<file path="src/rtl/pipe_ctrl.sv">
// Pipeline hazard controller: memory stalls, branch flushes and load-use stalls
// for a five-stage pipeline, with saturating stall/flush event counters.
//
// state    | meaning
// ---------+---------------------------------------------------------------
// HOLD     | after reset: freeze every stage register and bubble all stages
// RUN      | normal issue; branch flush and load-use stall are evaluated
// MEM_WAIT | waiting on data memory; the cycle it completes releases all stages
module pipe_ctrl (
  input  logic        clk,
  input  logic        rstn,
  input  logic [4:0]  ID_EX_rd,
  input  logic [4:0]  IF_ID_rs1,
  input  logic [4:0]  IF_ID_rs2,
  input  logic [1:0]  ID_EX_WDSel,
  input  logic        EX_MEM_mem_req,
  input  logic        EX_MEM_br_taken,
  input  logic        dmem_ready,
  output logic        PC_we,
  output logic        IF_ID_we,
  output logic        ID_EX_we,
  output logic        EX_MEM_we,
  output logic        MEM_WB_we,
  output logic        IF_ID_flush,
  output logic        ID_EX_flush,
  output logic        EX_MEM_flush,
  output logic        MEM_WB_flush,
  output logic        dmem_req,
  output logic [15:0] stall_cnt,
  output logic [15:0] flush_cnt
);

  typedef enum logic [1:0] {
    HOLD     = 2'd0,
    RUN      = 2'd1,
    MEM_WAIT = 2'd2
  } state_t;

  state_t state, state_nxt;
  logic   lu_hit;
  logic   mem_stall, br_flush, lu_stall;

  // A load writing x0 never creates a real dependency.
  always_comb begin
    lu_hit = (ID_EX_WDSel == 2'b01) && (ID_EX_rd != 5'd0) &&
             ((ID_EX_rd == IF_ID_rs1) || (ID_EX_rd == IF_ID_rs2));
  end

  always_comb begin
    state_nxt    = state;
    PC_we        = 1'b1;
    IF_ID_we     = 1'b1;
    ID_EX_we     = 1'b1;
    EX_MEM_we    = 1'b1;
    MEM_WB_we    = 1'b1;
    IF_ID_flush  = 1'b0;
    ID_EX_flush  = 1'b0;
    EX_MEM_flush = 1'b0;
    MEM_WB_flush = 1'b0;
    dmem_req     = 1'b0;
    mem_stall    = 1'b0;
    br_flush     = 1'b0;
    lu_stall     = 1'b0;
    case (state)
      RUN, MEM_WAIT: begin
        dmem_req = EX_MEM_mem_req;
        if (EX_MEM_mem_req && !dmem_ready) begin
          // Freeze everything up to MEM; MEM_WB takes a bubble meanwhile.
          mem_stall    = 1'b1;
          PC_we        = 1'b0;
          IF_ID_we     = 1'b0;
          ID_EX_we     = 1'b0;
          EX_MEM_we    = 1'b0;
          MEM_WB_flush = 1'b1;
          state_nxt    = MEM_WAIT;
        end else if (state == MEM_WAIT) begin
          state_nxt = RUN;
        end else if (EX_MEM_br_taken) begin
          br_flush     = 1'b1;
          IF_ID_flush  = 1'b1;
          ID_EX_flush  = 1'b1;
          EX_MEM_flush = 1'b1;
        end else if (lu_hit) begin
          lu_stall    = 1'b1;
          PC_we       = 1'b0;
          IF_ID_we    = 1'b0;
          ID_EX_flush = 1'b1;
        end
      end
      default: begin
        PC_we        = 1'b0;
        IF_ID_we     = 1'b0;
        ID_EX_we     = 1'b0;
        EX_MEM_we    = 1'b0;
        MEM_WB_we    = 1'b0;
        IF_ID_flush  = 1'b1;
        ID_EX_flush  = 1'b1;
        EX_MEM_flush = 1'b1;
        MEM_WB_flush = 1'b1;
        state_nxt    = RUN;
      end
    endcase
  end

  always_ff @(posedge clk) begin
    if (!rstn) begin
      state     <= HOLD;
      stall_cnt <= 16'd0;
      flush_cnt <= 16'd0;
    end else begin
      state <= state_nxt;
      if ((mem_stall || lu_stall) && (stall_cnt != 16'hFFFF))
        stall_cnt <= stall_cnt + 16'd1;
      if (br_flush && (flush_cnt != 16'hFFFF))
        flush_cnt <= flush_cnt + 16'd1;
    end
  end

endmodule

</file>
<file path="config.mk">
export PLATFORM = sky130hd
export DESIGN_NAME = pipe_ctrl
export DESIGN_NICKNAME = d
export VERILOG_FILES = /design/src/rtl/pipe_ctrl.sv
export SDC_FILE = /design/constraint.sdc
export NUM_CORES = 1
export LEC_CHECK = 0
export BUFFER_PORTS_ARGS = -buffer_cell sky130_fd_sc_hd__buf_2
export CORE_MARGIN = 4
export CORE_UTILIZATION = 45
export CTS_CLUSTER_SIZE = 20
export DETAILED_ROUTE_END_ITERATION = 7
export GPL_ROUTABILITY_DRIVEN = 0
export PLACE_DENSITY_LB_ADDON = 0.25
export RECOVER_POWER = 50
export SYNTH_ARGS = -nofsm -noshare
export SYNTH_HDL_FRONTEND = slang
export SYNTH_SLANG_ARGS = --single-unit
</file>
<file path="constraint.sdc">
create_clock -name clk -period 2.6 [get_ports clk]
set_clock_uncertainty 0.05 [all_clocks]
set_input_delay 0.13 -clock clk [delete_from_list [all_inputs] [get_ports clk]]
set_output_delay 0.13 -clock clk [all_outputs]
set_load 0.1 [all_outputs]
</file>
==> results.md <==
- Status: complete, no violations
- Detail Route Antenna Nets: 0
- Skew-Pair Late Insertion Delay: 0.28 ns
- DR WL met2: 1870 µm
- CTS resizes: 0
- Pwr Total: 1.23 mW
- Total gr overflow: 0
- Post-Synthesis Cell Area: 0.00190 mm²
- Worst EP required: 2.76 ns
- Largest net degree at the start of global routing: 34
- FP Rows: 23
- Root Buffer: clkbuf_8
- Max_cap viols: 0
- DR vias/cell: 5.20
- Syn-to-layout area delta: 20.1%
- Hold Slack: 0.0364 ns
- Synth area leader: dfxtp_1
- Number of diodes: 0
- Initial Utilization: 47.0%
- First-pass GRT wire length: 6870 µm
- Area of the multi-input gates: 0.00113 mm²
- Pre-CTS setup slack: 0.337 ns
- Worst Setup End Kind: register
- CTS tree: yes
- Ports: 64
- Reg area: 689 µm²
- Antenna violations before repair: 0
- Final std cells w/o fill: 331
- Clock-pin slew on the worst setup and hold paths: 0.07 ns
- Yosys top cell area share: 35.9%
- Count of input and output buffers: 63
- Fillers: 424
- CP cell instances: inv_2 > ha_1 > inv_1 > o21ai_2 > nor4_1 > a21oi_2 > buf_4 > or4_1 > a21oi_1
- Tmin final: 2.34 ns
- Post-CTS Setup Repair Bufs: 0
- Slowest CP cell: or4_1
- Yosys reg bits: 34
- Overall die height: 72.9 µm
- Vias in the first global route: 1541
- Synth cell types: 43
- CP Launch Type: register
- Nets: 307
- Fraction of registers with async set/reset: 0%
- Gr usage total: 16.2%
- Final setup violating endpoints: 0
- Initial DRT Pass Iterations: 4
- Highest routed layer: met4
- Post-synth top flop: dfxtp_1
- H-Tree Depth: 2
- EDFF count, synth: 0
- Synth area leaders: dfxtp_1, xor2_1, xnor2_1, a21oi_1, nor2_1
- Largest stage delay on the critical path: 0.48 ns
- Final WL: 4060 µm
- Most frequent cell after synthesis: dfxtp_1
- DR iter-0 viols: 51
- DP Wirelength: 3010 µm
- Crit path max fanout: 30
- Slew margin rel.: 21.6%
- Placed instance count: 325
- Worst setup path class: reg -> reg
- Pwr Density: 541 mW/mm²
- Final hold vios: 0
- Final period utilization: 90.1%
- Final Slew Violations: 0
- Path depth of the worst reg2reg path: 9
- WL met1: 1930 µm
- Hold Path Cell Cnt: 2
- Lkg Pwr: 0.819 nW
- DR DRC count: 0
- Full die area: 0.00531 mm²
- Max VDD drop: 0.263 mV
- WP data arrival: 2.51 ns
- Share of layout cells above drive strength 1: 22.1%
- Sequential share of the synthesized area: 35.9%
- YS warnings: 0
- Syn Area/Cell: 8.62 µm²
- TritonCTS buffer count: 5
- Wire length on met3: 216 µm
- Post-layout util: 56.5%
- Max frequency: 0.427 GHz
- Per-cell routed wire length: 12.3 µm
- CTS max path bufs: 2
- Pin slew with the least headroom to its limit: 1.18 ns
- List of most frequent post-synthesis cells: dfxtp_1, nor2_1, a21oi_1, nand2_1, xor2_1
- Core box area: 0.00403 mm²
- Post-CTS Hold Fix Bufs: 0
- RSZ-0062 raised after global routing: no
- Die W: 72.9 µm
- Hold/Removal Path Class: in -> reg
- Vias: 1721
- Mapped Cells: 220
- CTS Sinks: 34
- Worst setup margin: 0.256 ns
- Syn_nets: 245
==> report_power, final <==
part           total, mW  leakage (nW)  internal (mW)  switching (mW)
clock network      0.382        0.0431          0.204           0.178
logic              0.318         0.498         0.0640           0.254
registers          0.533         0.278          0.527         0.00614
total               1.23         0.819          0.795           0.438
==> flip-flops by register name, summed over array words and instances, names as in the netlist <==
register,flops
state,2
flush_cnt,16
stall_cnt,16
==> path summary, 6_finish.rpt <==
kind,startpoint,to,slack [ns]
setup reg to reg,state[0],stall_cnt[5],0.26
hold / removal,rstn,flush_cnt[12],0.04
setup / recovery,state[0],stall_cnt[5],0.26
hold reg to reg,stall_cnt[5],stall_cnt[5],0.45
==> layer usage <==
metal / vias up / GRT usage, %
met1: 775 / 21.6
met3: 6 / 4.41
met5: - / 0
met4: 0 / 5.74
met2: 31 / 25.3
li1: 909 / -
==> area by class of cell <==
class / instances / share of cell area (%)
Timing Repair Buffer: 65 / 12.5
Sequential cell: 34 / 30.3
Tap cell: 50 / 2.75
Multi-Input combinational cell: 169 / 49.5
Clock buffer: 6 / 3.63
Inverter: 7 / 1.32
==> cells in the final DEF (no fill, tap or decap), types with 12 or more instances in the layout <==
master,synthesis,layout
clkbuf_1,2,36
dfxtp_1,34,27
buf_2,1,27
nor2_1,21,20
nand2_1,18,17
a21oi_1,18,17
xor2_1,13,13
nand3_1,12,12
==> logic make-up (layout without fill, tap and decap cells) <==
family	count (synthesis)	after routing	share of synthesized area, %
multiplexers	2	2	1.06
AND/OR/NAND/NOR	100	100	30.6
XOR/XNOR	24	24	11.1
adder cells (fa/ha/maj)	3	3	1.98
buffers and inverters	17	78	5.74
AO/OA/AOI/OAI	40	40	13.6
flip-flops	34	34	35.9
==> stage by stage <==
step	cell area [µm²]	setup TNS, ns
detailed placement	2250	0
CTS	2340	0
global placement	2250	0
floorplan	1960	-0.678
global route	2280	0
finish	2280	0
==> critical path, delay by kind of cell (launching register included) <==
family                   cells  cell delay (ns)
AND/OR/NAND/NOR              2             0.79
adder cells (fa/ha/maj)      1             0.34
flip-flops                   1             0.32
AO/OA/AOI/OAI                3             0.33
buffers and inverters        3             0.43
(Power assumes the default switching activity.)
